**src/rtl/alu_fp_pkg.sv**
```systemverilog
// rtl/alu_fp_pkg.sv - shared single-precision field layout, FSM states and helpers for the ALU FP units
package alu_fp_pkg;

  localparam int EXP_W    = 8;
  localparam int MANT_W   = 23;
  localparam int BIAS     = 127;
  localparam int FP_WIDTH = 32;
  localparam int PROD_W   = 2 * (MANT_W + 1);
  localparam int CNT_W    = $clog2(MANT_W + 1);
  localparam int EXPS_W   = EXP_W + 2;

  typedef enum logic [2:0] {IDLE, MUL, NORM, EXC, OUT} state_t;

  typedef struct packed {
    logic              sign;
    logic [EXP_W-1:0]  exp;
    logic [MANT_W-1:0] mant;
  } fp_t;

  function automatic fp_t fp_unpack(input logic [FP_WIDTH-1:0] x);
    return fp_t'(x);
  endfunction

  // Zero/denormal and inf/NaN both take the exception path; shared with the divider.
  function automatic logic is_special(input logic [EXP_W-1:0] e);
    return (e == {EXP_W{1'b0}}) || (e == {EXP_W{1'b1}});
  endfunction

endpackage

```
**src/rtl/alu_shift_add_core.sv**
```systemverilog
// rtl/alu_shift_add_core.sv - iterative shift-add mantissa multiplier, one partial product per cycle
module alu_shift_add_core
  import alu_fp_pkg::*;
(
  input  logic              clk,
  input  logic              rst_n,
  input  logic              i_start,
  input  logic [MANT_W:0]   i_mcand,
  input  logic [MANT_W:0]   i_mplier,
  output logic [MANT_W+1:0] o_acc_hi,
  output logic              o_done
);

  logic [PROD_W-1:0] r_acc;
  logic [PROD_W-1:0] r_mcand;
  logic [MANT_W:0]   r_mplier;
  logic [CNT_W-1:0]  r_count;
  logic              r_busy;
  logic [PROD_W-1:0] w_addend;

  assign w_addend = r_mplier[0] ? r_mcand : '0;
  assign o_done   = r_busy && (r_count == CNT_W'(MANT_W));
  // Only the top bits matter to normalisation; the rest is truncated.
  assign o_acc_hi = r_acc[PROD_W-1 -: MANT_W+2];

  always_ff @(posedge clk or negedge rst_n) begin
    if (!rst_n) begin
      r_acc    <= '0;
      r_mcand  <= '0;
      r_mplier <= '0;
      r_count  <= '0;
      r_busy   <= 1'b0;
    end else if (i_start) begin
      r_acc    <= '0;
      r_mcand  <= {{(MANT_W+1){1'b0}}, i_mcand};
      r_mplier <= i_mplier;
      r_count  <= '0;
      r_busy   <= 1'b1;
    end else if (r_busy) begin
      r_acc    <= r_acc + w_addend;
      r_mcand  <= r_mcand << 1;
      r_mplier <= r_mplier >> 1;
      if (o_done) begin
        r_busy  <= 1'b0;
        r_count <= '0;
      end else begin
        r_count <= r_count + 1'b1;
      end
    end
  end

endmodule

```
**src/rtl/alu_seq_multiplication.sv**
```systemverilog
// rtl/alu_seq_multiplication.sv - iterative single-precision multiplier with valid/ready on both sides
module alu_seq_multiplication
  import alu_fp_pkg::*;
(
  input  logic                clk,
  input  logic                rst_n,
  input  logic [FP_WIDTH-1:0] a_operand,
  input  logic [FP_WIDTH-1:0] b_operand,
  input  logic                valid_in,
  output logic                ready_out,
  output logic [FP_WIDTH-1:0] result,
  output logic                Exception,
  output logic                valid_out,
  input  logic                ready_in
);

  state_t              r_state, w_next_state;
  logic                r_sign;
  logic [EXP_W-1:0]    r_exp_a, r_exp_b;
  logic [FP_WIDTH-1:0] r_result;
  logic                r_exc;

  fp_t                 w_a, w_b;
  logic                w_accept, w_special, w_start, w_done;
  logic [MANT_W+1:0]   w_acc_hi;
  logic [EXPS_W-1:0]   w_exp;
  logic [MANT_W-1:0]   w_mant;
  logic                w_ovf, w_unf;
  logic [FP_WIDTH-1:0] w_norm_result;
  logic                w_norm_exc;

  assign w_a       = fp_unpack(a_operand);
  assign w_b       = fp_unpack(b_operand);
  assign ready_out = (r_state == IDLE);
  assign valid_out = (r_state == OUT);
  assign result    = r_result;
  assign Exception = r_exc;
  assign w_accept  = valid_in & ready_out;
  assign w_special = is_special(w_a.exp) | is_special(w_b.exp);
  assign w_start   = w_accept & ~w_special;

  alu_shift_add_core u_core (
    .clk      (clk),
    .rst_n    (rst_n),
    .i_start  (w_start),
    .i_mcand  ({1'b1, w_a.mant}),
    .i_mplier ({1'b1, w_b.mant}),
    .o_acc_hi (w_acc_hi),
    .o_done   (w_done)
  );

  // Product in [1,4): a set top bit means the binary point moves one place left.
  assign w_exp  = {2'b00, r_exp_a} + {2'b00, r_exp_b}
                + EXPS_W'(w_acc_hi[MANT_W+1]) - EXPS_W'(BIAS);
  assign w_mant = w_acc_hi[MANT_W+1] ? w_acc_hi[MANT_W:1] : w_acc_hi[MANT_W-1:0];
  assign w_ovf  = ~w_exp[EXPS_W-1] && (w_exp >= EXPS_W'(2**EXP_W - 1));
  assign w_unf  = w_exp[EXPS_W-1] || (w_exp == '0);

  always_comb begin
    w_norm_result = {r_sign, w_exp[EXP_W-1:0], w_mant};
    w_norm_exc    = 1'b0;
    if (w_ovf) begin
      w_norm_result = {r_sign, {EXP_W{1'b1}}, {MANT_W{1'b0}}};
      w_norm_exc    = 1'b1;
    end else if (w_unf) begin
      w_norm_result = {r_sign, {(FP_WIDTH-1){1'b0}}};
      w_norm_exc    = 1'b1;
    end
  end

  always_comb begin
    w_next_state = r_state;
    case (r_state)
      IDLE:    if (valid_in) w_next_state = w_special ? EXC : MUL;
      MUL:     if (w_done) w_next_state = NORM;
      NORM:    w_next_state = OUT;
      EXC:     w_next_state = OUT;
      OUT:     if (ready_in) w_next_state = IDLE;
      default: w_next_state = IDLE;
    endcase
  end

  always_ff @(posedge clk or negedge rst_n) begin
    if (!rst_n) r_state <= IDLE;
    else        r_state <= w_next_state;
  end

  always_ff @(posedge clk or negedge rst_n) begin
    if (!rst_n) begin
      r_sign   <= 1'b0;
      r_exp_a  <= '0;
      r_exp_b  <= '0;
      r_result <= '0;
      r_exc    <= 1'b0;
    end else begin
      if (w_accept) begin
        r_sign  <= w_a.sign ^ w_b.sign;
        r_exp_a <= w_a.exp;
        r_exp_b <= w_b.exp;
      end
      if (r_state == NORM) begin
        r_result <= w_norm_result;
        r_exc    <= w_norm_exc;
      end else if (r_state == EXC) begin
        r_result <= {r_sign, {(FP_WIDTH-1){1'b0}}};
        r_exc    <= 1'b1;
      end
    end
  end

endmodule

```
**config.mk**
```make
export PLATFORM = sky130hd
export DESIGN_NAME = alu_seq_multiplication
export DESIGN_NICKNAME = d
export VERILOG_FILES = /design/src/rtl/alu_fp_pkg.sv /design/src/rtl/alu_shift_add_core.sv /design/src/rtl/alu_seq_multiplication.sv
export SDC_FILE = /design/constraint.sdc
export NUM_CORES = 1
export LEC_CHECK = 0
export ABC_AREA = 1
export CAP_MARGIN = 20
export CORE_ASPECT_RATIO = 1.75
export CORE_MARGIN = 2
export CORE_UTILIZATION = 63
export CTS_BUF_LIST = sky130_fd_sc_hd__clkbuf_2 sky130_fd_sc_hd__clkbuf_4 sky130_fd_sc_hd__clkbuf_8
export CTS_CLUSTER_SIZE = 20
export DETAILED_ROUTE_END_ITERATION = 7
export GPL_ROUTABILITY_DRIVEN = 0
export MAX_ROUTING_LAYER = met4
export PLACE_DENSITY = 0.95
export SLEW_MARGIN = 20
export SYNTH_ARGS = -nofsm -noshare
export SYNTH_HDL_FRONTEND = slang
export SYNTH_SLANG_ARGS = --single-unit
```
**constraint.sdc**
```tcl
create_clock -name clk -period 4.8 [get_ports clk]
set_input_delay 1.2 -clock clk [delete_from_list [all_inputs] [get_ports clk]]
set_output_delay 1.2 -clock clk [all_outputs]
set_load 0.02 [all_outputs]
```
==> flow_summary.toml <==
[floorplan]
dieArea_sq_um = 21500
die_width_um = 112
num_rows = 69
coreArea_sq_um = 20100
start_util_pct = 63.7
dieHeight_um = 193
ios = 103

[sta]
fin_crit_ns = 3.49
slew_viol_final = 0
final.setup_skew_ns = 0.0240
tns_ns = 0
hold_ws_ns = 0.491
slew_headroom_pct = 33.9
tightest_slew_ns = 0.992
hold_viol_final = 0
setup_viol = 0
rsz0062_at_grt = "false"
clock.fmax_ghz = 0.286
finalCritPeriodShare_pct = 72.8
setup_slack_ns = 1.31

[power_and_ir_drop]
total_power_mw = 7.40
p_seq_share_pct = 33.7
swShare_pct = 48.8
switchingPower_mw = 3.61
p_comb_share_pct = 51.7
leakagePower_nw = 8.23
peakVddDrop_mv = 0.550
p_per_area_nw_per_um2 = 514
p_clk_share_pct = 14.6
p_int_mw = 3.79

[clocking]
cts_htree_levels = 4
postCtsSetupRepairBufs = 0
clk_pin_slew_ns = 0.11
cts_buffers = 17
cts_buffer_depth = 2
cts.sinks = 179
clk_root_buffer_cell = "clkbuf_8"
cts_resized = 0
clk_latency_ns = 0.49
tritoncts = "yes"
hold_buffers = 0

[critical_path]
path_max_fanout = 28
crit_family = "simple AND/OR/NAND/NOR gates"
path_cells = "nand2_1, inv_1, ha_1, fa_1, nand3_1, nand3_1, nand2_1, nand2_1, nand2_1, nand3_1, nand2_1, nand2_1, nand2_1, nand3_1, nand2_1"
path_common_cell = "nand2_1"
cp.required_ns = 5.17
cp_data_arrival_time_ns = 3.87
crit_start = "u_core.r_mplier[0]"
cp-start-kind = "register"
slowest_delay_ns = 1.01
path_class = "register to register"
crit_buf_inv = 1
worstReg2RegStart = "u_core.r_mplier[0]"
cp_slowest_cell = "dfrtp_1"
endpoint_kind = "register"

[synthesis]
syn-cell-area_sq_um = 12800
synth_enable_flop_cells = 0
async_reset_ff_share_pct = 100
yosysSeqAreaShare_pct = 34.9
synth_cells = 2018
synth_top_cell_area_share_pct = 34.9
synth_top_area_cell = "dfrtp_1"
synth_seq_cells = 179
synth_fp_nets = 2152
syn_area_per_cell_sq_um = 6.35
ys.flop_type = "dfrtp_1"
yosys-top-cells-area = "dfrtp_1 35%, nand2_1 26%, inv_1 10%"
yosysWarnings = 0
post_synth_num_cell_types = 36

[final_layout]
multi_input_area_sq_um = 6720
final_cell_mix = "902 x nand2_1, 340 x inv_1, 179 x dfrtp_1, 136 x nand3_1, 130 x nor2_1"
final_common_cell = "nand2_1"
num-nets-final = 2238
syn_to_final_growth_pct = 12.3
insertedDiodeCount = 0
fillers = 1570
drive_gt1_share_pct = 4.35
seq_area_sq_um = 4480
fin_area_sq_um = 14400

[global_routing]
grt_max_degree = 88
antenna_found_initial = 0
grt_pass1_vias = 12670
grt_remaining_overflow = 0
grtUsageTotal_pct = 34.1
grt_pass1_wl_mm = 57.4

[routing]
vias = 12939
avgRoutedWirePerCell_um = 14.7
routed_wirelength_mm = 34.7
drc = 0
antenna_left = 0
avgViaCountPerCell = 5.47
drt_first_pass_iters = 6
drt_iter0_markers = 928

[place]
placed_cell_area_sq_um = 13900
port_buffers = 102
hpwl_mm = 26.2
place_ws_ns = 1.10

[run_status]
outcome = "completed"

[run]
drv_cap = 0

[hold_path]
min_path_type = "register to register"
hold_path_startpoint = "result[14]"
==> metrics by stage <==
stage / instances / utilization, %
after floorplan: 2018 / -
after global placement: 2332 / 69.3
after detailed placement: 2332 / 69.3
after CTS: 2364 / 71.4
after global routing: 2365 / 71.5
final: 2365 / 71.5
==> worst paths after layout <==
| path | to | depth (start not counted) | slack [ns] |
|---|---|---|---|
| hold / removal | result[14] | 2 | 0.49 |
| min in group asynchronous | result[28] | 1 | 0.73 |
| max in group asynchronous | u_core.r_mplier[22] | 2 | 3.06 |
| setup / recovery | u_core.r_acc[40] | 15 | 1.31 |
| hold reg to reg | result[14] | 2 | 0.49 |
| setup reg to reg | u_core.r_acc[40] | 15 | 1.31 |
==> cells in the mapped netlist, types with 20 or more instances <==
| cell type | count |
|---|---|
| nand3_1 | 136 |
| nand3_2 | 20 |
| nor2_1 | 130 |
| nand4_1 | 22 |
| o22ai_1 | 23 |
| nand2_1 | 902 |
| o21ai_0 | 37 |
| dfrtp_1 | 179 |
| ha_1 | 64 |
| inv_1 | 340 |
| buf_2 | 22 |
| a21oi_1 | 35 |
==> registers in the layout, summed over array words and instances, names as in the netlist, 3 cells and up <==
signal,count
r_exp_a,8
u_core.r_mplier,24
u_core.r_mcand,48
result,32
r_state,3
u_core.r_acc,48
r_exp_b,8
u_core.r_count,5
==> power groups by stage <==
stage	combinational, mW	clock (mW)	sequential, mW
floorplan	2.74	0	2.45
global placement	3.55	0	2.46
detailed placement	3.71	0	2.50
CTS	3.76	1.09	2.47
global route	4.26	1.15	2.55
finish	3.83	1.08	2.49
==> routing by layer <==
metal / track usage [%] / wire length [um] / part of all wire, %
met4: 28.4 / 3240 / 9.3
met1: 33.1 / 12100 / 35
met2: 58.7 / 17200 / 50
met5: - / 0 / 0
met3: 6.00 / 2080 / 6.0
==> cell type report <==
class                      instances  share of cell area [%]
multi-input combinational       1441                    46.7
sequential                       179                    31.1
inverter                         348                    9.08
timing repair buffer             117                    8.02
tap                              248                    2.16
clock buffer                      17                    1.63
clock inverter                    15                    1.27
==> cell families (layout without fill, tap and decap cells) <==
kind of cell	after synthesis	after routing	synth area share (%)
buf+inv	398	497	12.6
simple gates	1243	1243	39.8
fa+ha+maj	66	66	6.56
compound gates	118	118	5.12
xor+xnor	14	14	0.957
flops	179	179	34.9
==> worst min-delay path, stage by stage, from the launching register on <==
cell	delay [ns]
dfrtp_1	0.36
nand2_1	0.05
nand2_1	0.05
Power figures use the tool's default switching activity.
